`src/rtl/sram_4096x76_arb.sv`:
```
// sram_4096x76_arb
// Two-requester round-robin arbiter and sequencer for the 4096x76 bit-write-enable
// SRAM macro. At most one access is issued per cycle. Grants and macro drive are
// combinational in the cycle a request is seen, and the macro samples them on the
// next rising edge. Read data returns one cycle after the grant.
//
// Optional feature (macro SRAM_ARB_INIT_EN): when defined, the whole array is
// zero-filled after reset (INIT state), and init_done rises 4097 cycles after
// reset release. When undefined, the block goes straight to IDLE, init_done rises
// one cycle after reset release, and the array contents are undefined.
//
// Ports:
//   clk, rst                     clock, asynchronous active-high reset
//   a_* / b_*                    host / DMA request ports (req, we, addr, wdata,
//                                wmask) and responses (gnt, rvalid, rdata)
//   init_done                    array ready; requests are served only when 1
//   mem_ren/wen/adr/din/wbeb     macro access pins (wbeb active-low per bit)
//   mem_q                        macro read data
//   mem_mc/mcen/wa/wpulse/
//   wpulseen/clkbyp/fwen         static macro margin pins
module sram_4096x76_arb #(
   parameter logic [2:0] MC       = 3'b000,
   parameter logic       MCEN     = 1'b0,
   parameter logic [1:0] WA       = 2'b00,
   parameter logic [1:0] WPULSE   = 2'b00,
   parameter logic       WPULSEEN = 1'b0
) (
   input  logic        clk,
   input  logic        rst,
   input  logic        a_req,
   input  logic        a_we,
   input  logic [11:0] a_addr,
   input  logic [75:0] a_wdata,
   input  logic [75:0] a_wmask,
   output logic        a_gnt,
   output logic        a_rvalid,
   output logic [75:0] a_rdata,
   input  logic        b_req,
   input  logic        b_we,
   input  logic [11:0] b_addr,
   input  logic [75:0] b_wdata,
   input  logic [75:0] b_wmask,
   output logic        b_gnt,
   output logic        b_rvalid,
   output logic [75:0] b_rdata,
   output logic        init_done,
   output logic        mem_ren,
   output logic        mem_wen,
   output logic [11:0] mem_adr,
   output logic [75:0] mem_din,
   output logic [75:0] mem_wbeb,
   input  logic [75:0] mem_q,
   output logic [2:0]  mem_mc,
   output logic        mem_mcen,
   output logic        mem_clkbyp,
   output logic [1:0]  mem_wa,
   output logic [1:0]  mem_wpulse,
   output logic        mem_wpulseen,
   output logic        mem_fwen
);

   localparam logic [75:0] ALL_ONES = {76{1'b1}};

   logic        prio_a_r;      // 1: port A wins the next contended cycle
   logic        init_done_r;
   logic        rd_a_r;        // response tag: read granted to A last cycle
   logic        rd_b_r;        // response tag: read granted to B last cycle
   logic [75:0] a_hold_r;
   logic [75:0] b_hold_r;
   logic        idle_s;
   logic        init_act_s;
   logic [11:0] init_adr_s;
   logic        a_win_s;
   logic        b_win_s;

`ifdef SRAM_ARB_INIT_EN
   typedef enum logic {ST_INIT = 1'b0, ST_IDLE = 1'b1} state_t;
   state_t      state_r;
   state_t      state_s;
   logic [11:0] cnt_r;
   logic [11:0] cnt_s;

   // State and zero-fill address counter registers
   always_ff @(posedge clk or posedge rst) begin
      if (rst) begin
         state_r <= ST_INIT;
         cnt_r   <= 12'd0;
      end else begin
         state_r <= state_s;
         cnt_r   <= cnt_s;
      end
   end

   // Next state: sweep every address once, then stay in IDLE until reset
   always_comb begin
      state_s = state_r;
      cnt_s   = cnt_r;
      case (state_r)
         ST_INIT: begin
            cnt_s = cnt_r + 12'd1;
            if (cnt_r == 12'd4095) begin
               state_s = ST_IDLE;
            end else begin
               state_s = ST_INIT;
            end
         end
         ST_IDLE: begin
            state_s = ST_IDLE;
         end
         default: begin
            state_s = ST_INIT;
            cnt_s   = 12'd0;
         end
      endcase
   end

   // Zero-fill drive is held off while reset is asserted so the pins show reset values
   assign init_act_s = (state_r == ST_INIT) && !rst;
   assign init_adr_s = cnt_r;
   assign idle_s     = (state_r == ST_IDLE);
`else
   assign init_act_s = 1'b0;
   assign init_adr_s = 12'd0;
   assign idle_s     = 1'b1;
`endif

   // init_done trails entry into IDLE by one cycle
   always_ff @(posedge clk or posedge rst) begin
      if (rst) begin
         init_done_r <= 1'b0;
      end else begin
         init_done_r <= idle_s;
      end
   end

   // Round-robin grant; init_done_r is already 0 during reset and INIT
   always_comb begin
      a_win_s = 1'b0;
      b_win_s = 1'b0;
      if (init_done_r) begin
         a_win_s = a_req && (!b_req || prio_a_r);
         b_win_s = b_req && (!a_req || !prio_a_r);
      end else begin
         a_win_s = 1'b0;
         b_win_s = 1'b0;
      end
   end

   // Priority pointer moves only when both ports contend
   always_ff @(posedge clk or posedge rst) begin
      if (rst) begin
         prio_a_r <= 1'b1;
      end else if (init_done_r && a_req && b_req) begin
         prio_a_r <= !prio_a_r;
      end else begin
         prio_a_r <= prio_a_r;
      end
   end

   // Macro access drive for the current cycle
   always_comb begin
      mem_wen  = 1'b0;
      mem_ren  = 1'b0;
      mem_adr  = 12'd0;
      mem_din  = 76'd0;
      mem_wbeb = ALL_ONES;
      if (init_act_s) begin
         mem_wen  = 1'b1;
         mem_adr  = init_adr_s;
         mem_wbeb = 76'd0;
      end else if (a_win_s) begin
         mem_adr = a_addr;
         if (a_we) begin
            mem_wen  = 1'b1;
            mem_din  = a_wdata;
            mem_wbeb = ~a_wmask;
         end else begin
            mem_ren = 1'b1;
         end
      end else if (b_win_s) begin
         mem_adr = b_addr;
         if (b_we) begin
            mem_wen  = 1'b1;
            mem_din  = b_wdata;
            mem_wbeb = ~b_wmask;
         end else begin
            mem_ren = 1'b1;
         end
      end else begin
         mem_wen = 1'b0;
      end
   end

   // Response tags and read-data hold registers
   always_ff @(posedge clk or posedge rst) begin
      if (rst) begin
         rd_a_r   <= 1'b0;
         rd_b_r   <= 1'b0;
         a_hold_r <= 76'd0;
         b_hold_r <= 76'd0;
      end else begin
         rd_a_r <= a_win_s && !a_we;
         rd_b_r <= b_win_s && !b_we;
         if (rd_a_r) begin
            a_hold_r <= mem_q;
         end else begin
            a_hold_r <= a_hold_r;
         end
         if (rd_b_r) begin
            b_hold_r <= mem_q;
         end else begin
            b_hold_r <= b_hold_r;
         end
      end
   end

   // mem_q is live in the response cycle, so rdata passes it through then and holds afterwards
   assign a_gnt        = a_win_s;
   assign b_gnt        = b_win_s;
   assign a_rvalid     = rd_a_r;
   assign b_rvalid     = rd_b_r;
   assign a_rdata      = rd_a_r ? mem_q : a_hold_r;
   assign b_rdata      = rd_b_r ? mem_q : b_hold_r;
   assign init_done    = init_done_r;
   assign mem_mc       = MC;
   assign mem_mcen     = MCEN;
   assign mem_wa       = WA;
   assign mem_wpulse   = WPULSE;
   assign mem_wpulseen = WPULSEEN;
   assign mem_clkbyp   = 1'b0;
   assign mem_fwen     = 1'b0;

endmodule

```
`config.mk`:
```
export PLATFORM = sky130hd
export DESIGN_NAME = sram_4096x76_arb
export DESIGN_NICKNAME = d
export VERILOG_FILES = /design/src/rtl/sram_4096x76_arb.sv
export SDC_FILE = /design/constraint.sdc
export NUM_CORES = 1
export LEC_CHECK = 0
export ABC_AREA = 1
export CAP_MARGIN = 20
export CORE_AREA = 2 2 290 292
export DETAILED_ROUTE_END_ITERATION = 8
export DIE_AREA = 0 0 292 294
export HOLD_SLACK_MARGIN = 0.06
export PLACE_DENSITY = 0.46
export SLEW_MARGIN = 20
export SYNTH_ARGS = -nofsm -noshare
export SYNTH_HDL_FRONTEND = slang
export SYNTH_SLANG_ARGS = --single-unit
```
`constraint.sdc`:
```
create_clock -name clk -period 12.4 [get_ports clk]
set_clock_uncertainty 0.1 [all_clocks]
set_input_delay 2.48 -clock clk [delete_from_list [all_inputs] [get_ports clk]]
set_output_delay 2.48 -clock clk [all_outputs]
set_load 0.01 [all_outputs]
```
==> metrics.txt <==
FF+latch count, synth 156; Net Switching 752 uW; Final #Nets 2,313; Critical Path Source Type input port; GR Util met1 14.5%; width of the die 292 um; XOR/XNOR Fraction of Synth Area 0%; sequential share of power 30.6%; pin count of the biggest net entering global routing 99; WHS Endpoint a_hold_r[26]$_DFF_PP0_; fin crit period 8.12 ns; sequential fraction of the synthesis area 39.6%; area share of the largest cell type after synthesis 39.3%; total CTS buffers 17; cell count after synthesis 1,258; Internal 1440 uW; syn avg cell area 7.84 sq um; non-filler instance count after layout 3,000; CTS max path bufs 2; GP Congestion 0.830; Hold WC Path Type reg -> reg; global routing usage on met2 23.8%; Worst VDD drop 0.0554 mV; # hold bufs at CTS 0; Hold Fails Final Rpt 0; Cell Area, Synth 9860 sq um; Area growth syn-to-layout 89.0%; crit path capture type output port; Clock Sinks 156; Synth area leader dfrtp_1; Switching Share 34.4%; Hold Crit Start a_hold_r[26]$_DFF_PP0_; unrepaired setup endpoints after global routing false; max_cap viols 0; Port Buffers 732; critical path class in -> out; crit-path max FO 82; Buf+Inv Stages, Crit Path 3; Setup violations, final 0; Post-Synth Simple-Gate Area 32.9%; final hold slack 0.397 ns; die area 85,800 sq um; H-tree Lvls 4; Worst-Margin Slew 1.14 ns; share of layout cells above drive strength 1 10.9%; All-Layer GR Usage 13.2%; Initial Utilization 11.9%; WP data required 9.82 ns; worst setup path startpoint a_req; DRT Wirelength 59.1 mm; hold path depth 1; met3 Usage GRT 4.08%; Area contributors post-synth dfrtp_1 (39%), nand2_1 (19%), mux2_2 (17%), nand4_1 (9.6%), nand3_1 (3.9%); 1st-iter DRT viols 484; placed insts 2,964; core area 82,900 sq um; largest family of logic cells by synthesized area simple AND/OR/NAND/NOR gates; Die Y-Extent 294 um; Reg2Reg Depth 5; status completed; Final Cycle Share 65.4%; first-pass GRT wire length 84.1 mm; P per Cell Area 117 nW/um^2; I/O pin count 744; Worst path top cell family by delay simple AND/OR/NAND/NOR gates; worst path cell trace clkdlybuf4s50_1 > nand2_4 > inv_1 > nor2_4 > nand2_1 > nand2_1 > clkdlybuf4s50_1; Reg2Reg Launch Point prio_a_r$_DFFE_PP1P_; adder-cell share of the synthesized area 0%; WL/cell 19.7 um; root buf cell clkbuf_16; Vias 11,587; max_slew headroom 24.1%; Synth Area in Compound Gates 0%; Max Freq 123 MHz; hpwl dp 47.7 mm; CP max stage delay 0.69 ns; clock power share 24.5%; synth warn 0; number of setup buffers added after CTS 0; Netlist cell types 17; Worst R2R Setup Slack 9.98 ns; GR Overflow Total 0; Critical Path AT 5.54 ns; combinational share of power 44.8%; Design Power 2190 uW; Std-Cell Rows 106; Final Util 22.5%; Initial DRT Pass Iterations 5; post-CTS sizing 0; initial antenna violation count 10; Final ANT Viol Nets 0; DRC Markers 0; Via density 3.86; post-synthesis mux area share 17.4%; gr busiest metal met2; Pins Over Slew Limit 0; Critical-path top delay cell nand2_4; CTS tree built; vias in the first global route 12,156; Post-Route Setup TNS 0 ns; Reg clk slew, reported paths 0.07 ns; later-pin clock latency in the skew report 0.46 ns; R2R Path End b_rvalid$_DFF_PP0_; Leak 0.00812 uW
-- power by group through the flow --
stage / Sequential [uW] / Combinational [uW] / Clock [uW]
after floorplan: 669 / 397 / 0
after global placement: 677 / 988 / 0
after detailed placement: 684 / 994 / 0
after CTS: 673 / 998 / 570
after global routing: 686 / 1050 / 583
final: 671 / 982 / 537
-- through the flow --
stage                     setup WS [ns]  cell area, sq um
final                              4.28             18600
after global placement             3.94             18000
after CTS                          3.95             18600
after detailed placement           3.95             18000
after global routing               4.15             18600
after floorplan                    5.62              9900
-- cell usage in the layout, fill, tap and decap left out, types with 3 or more instances in the layout --
| cell | instances |
|---|---|
| nand2_1 | 502 |
| diode_2 | 4 |
| clkbuf_16 | 17 |
| clkinv_8 | 5 |
| conb_1 | 12 |
| dfrtp_1 | 153 |
| nand4_1 | 152 |
| inv_1 | 81 |
| nand3_1 | 77 |
| inv_8 | 3 |
| buf_4 | 11 |
| mux2_2 | 152 |
| clkdlybuf4s50_1 | 730 |
| inv_6 | 6 |
-- kinds of logic after synthesis --
| family | Yosys count |
|---|---|
| simple gates | 736 |
| buf+inv | 212 |
| flops | 156 |
| mux | 152 |
| other cells | 2 |
-- state kept, by name (all words and copies together), names as in the netlist --
register / flops
a_rvalid: 1
init_done: 1
b_rvalid: 1
prio_a_r: 1
a_hold_r: 76
b_hold_r: 76
-- synthesized netlist by cell type --
cell type / count
nand2_1: 503
dfrtp_1: 155
mux2_2: 152
nand4_1: 152
inv_1: 82
nand3_1: 77
buf_2: 71
clkbuf_1: 28
buf_4: 26
inv_2: 3
conb_1: 2
nand2_2: 2
buf_1: 1
buf_6: 1
dfstp_2: 1
nor2_1: 1
nor2_2: 1
-- area by class of cell --
class	instances	area (sq um)
antenna	4	10.0
clock buffer	17	425
clock inverter	15	174
fill	9107	64300
inverter	85	334
multi-input combinational	900	5020
sequential	156	3910
tap	1080	1350
timing repair buffer	743	7410
-- metal layers --
metal / vias to the layer above / share of wire (%)
met5: - / 0.086
met4: 8 / 3.2
met3: 62 / 7.6
met2: 574 / 51
met1: 5526 / 38
li1: 5417 / -
-- worst max-delay path by stage --
stage	end	cells past startpoint
after detailed placement	mem_wbeb[71]	9
after global routing	mem_wbeb[71]	9
after CTS	mem_wbeb[71]	9
after floorplan	a_hold_r[0]$_DFF_PP0_	1
final	mem_adr[6]	7
after global placement	mem_wbeb[71]	9
(Power assumes the default switching activity.)
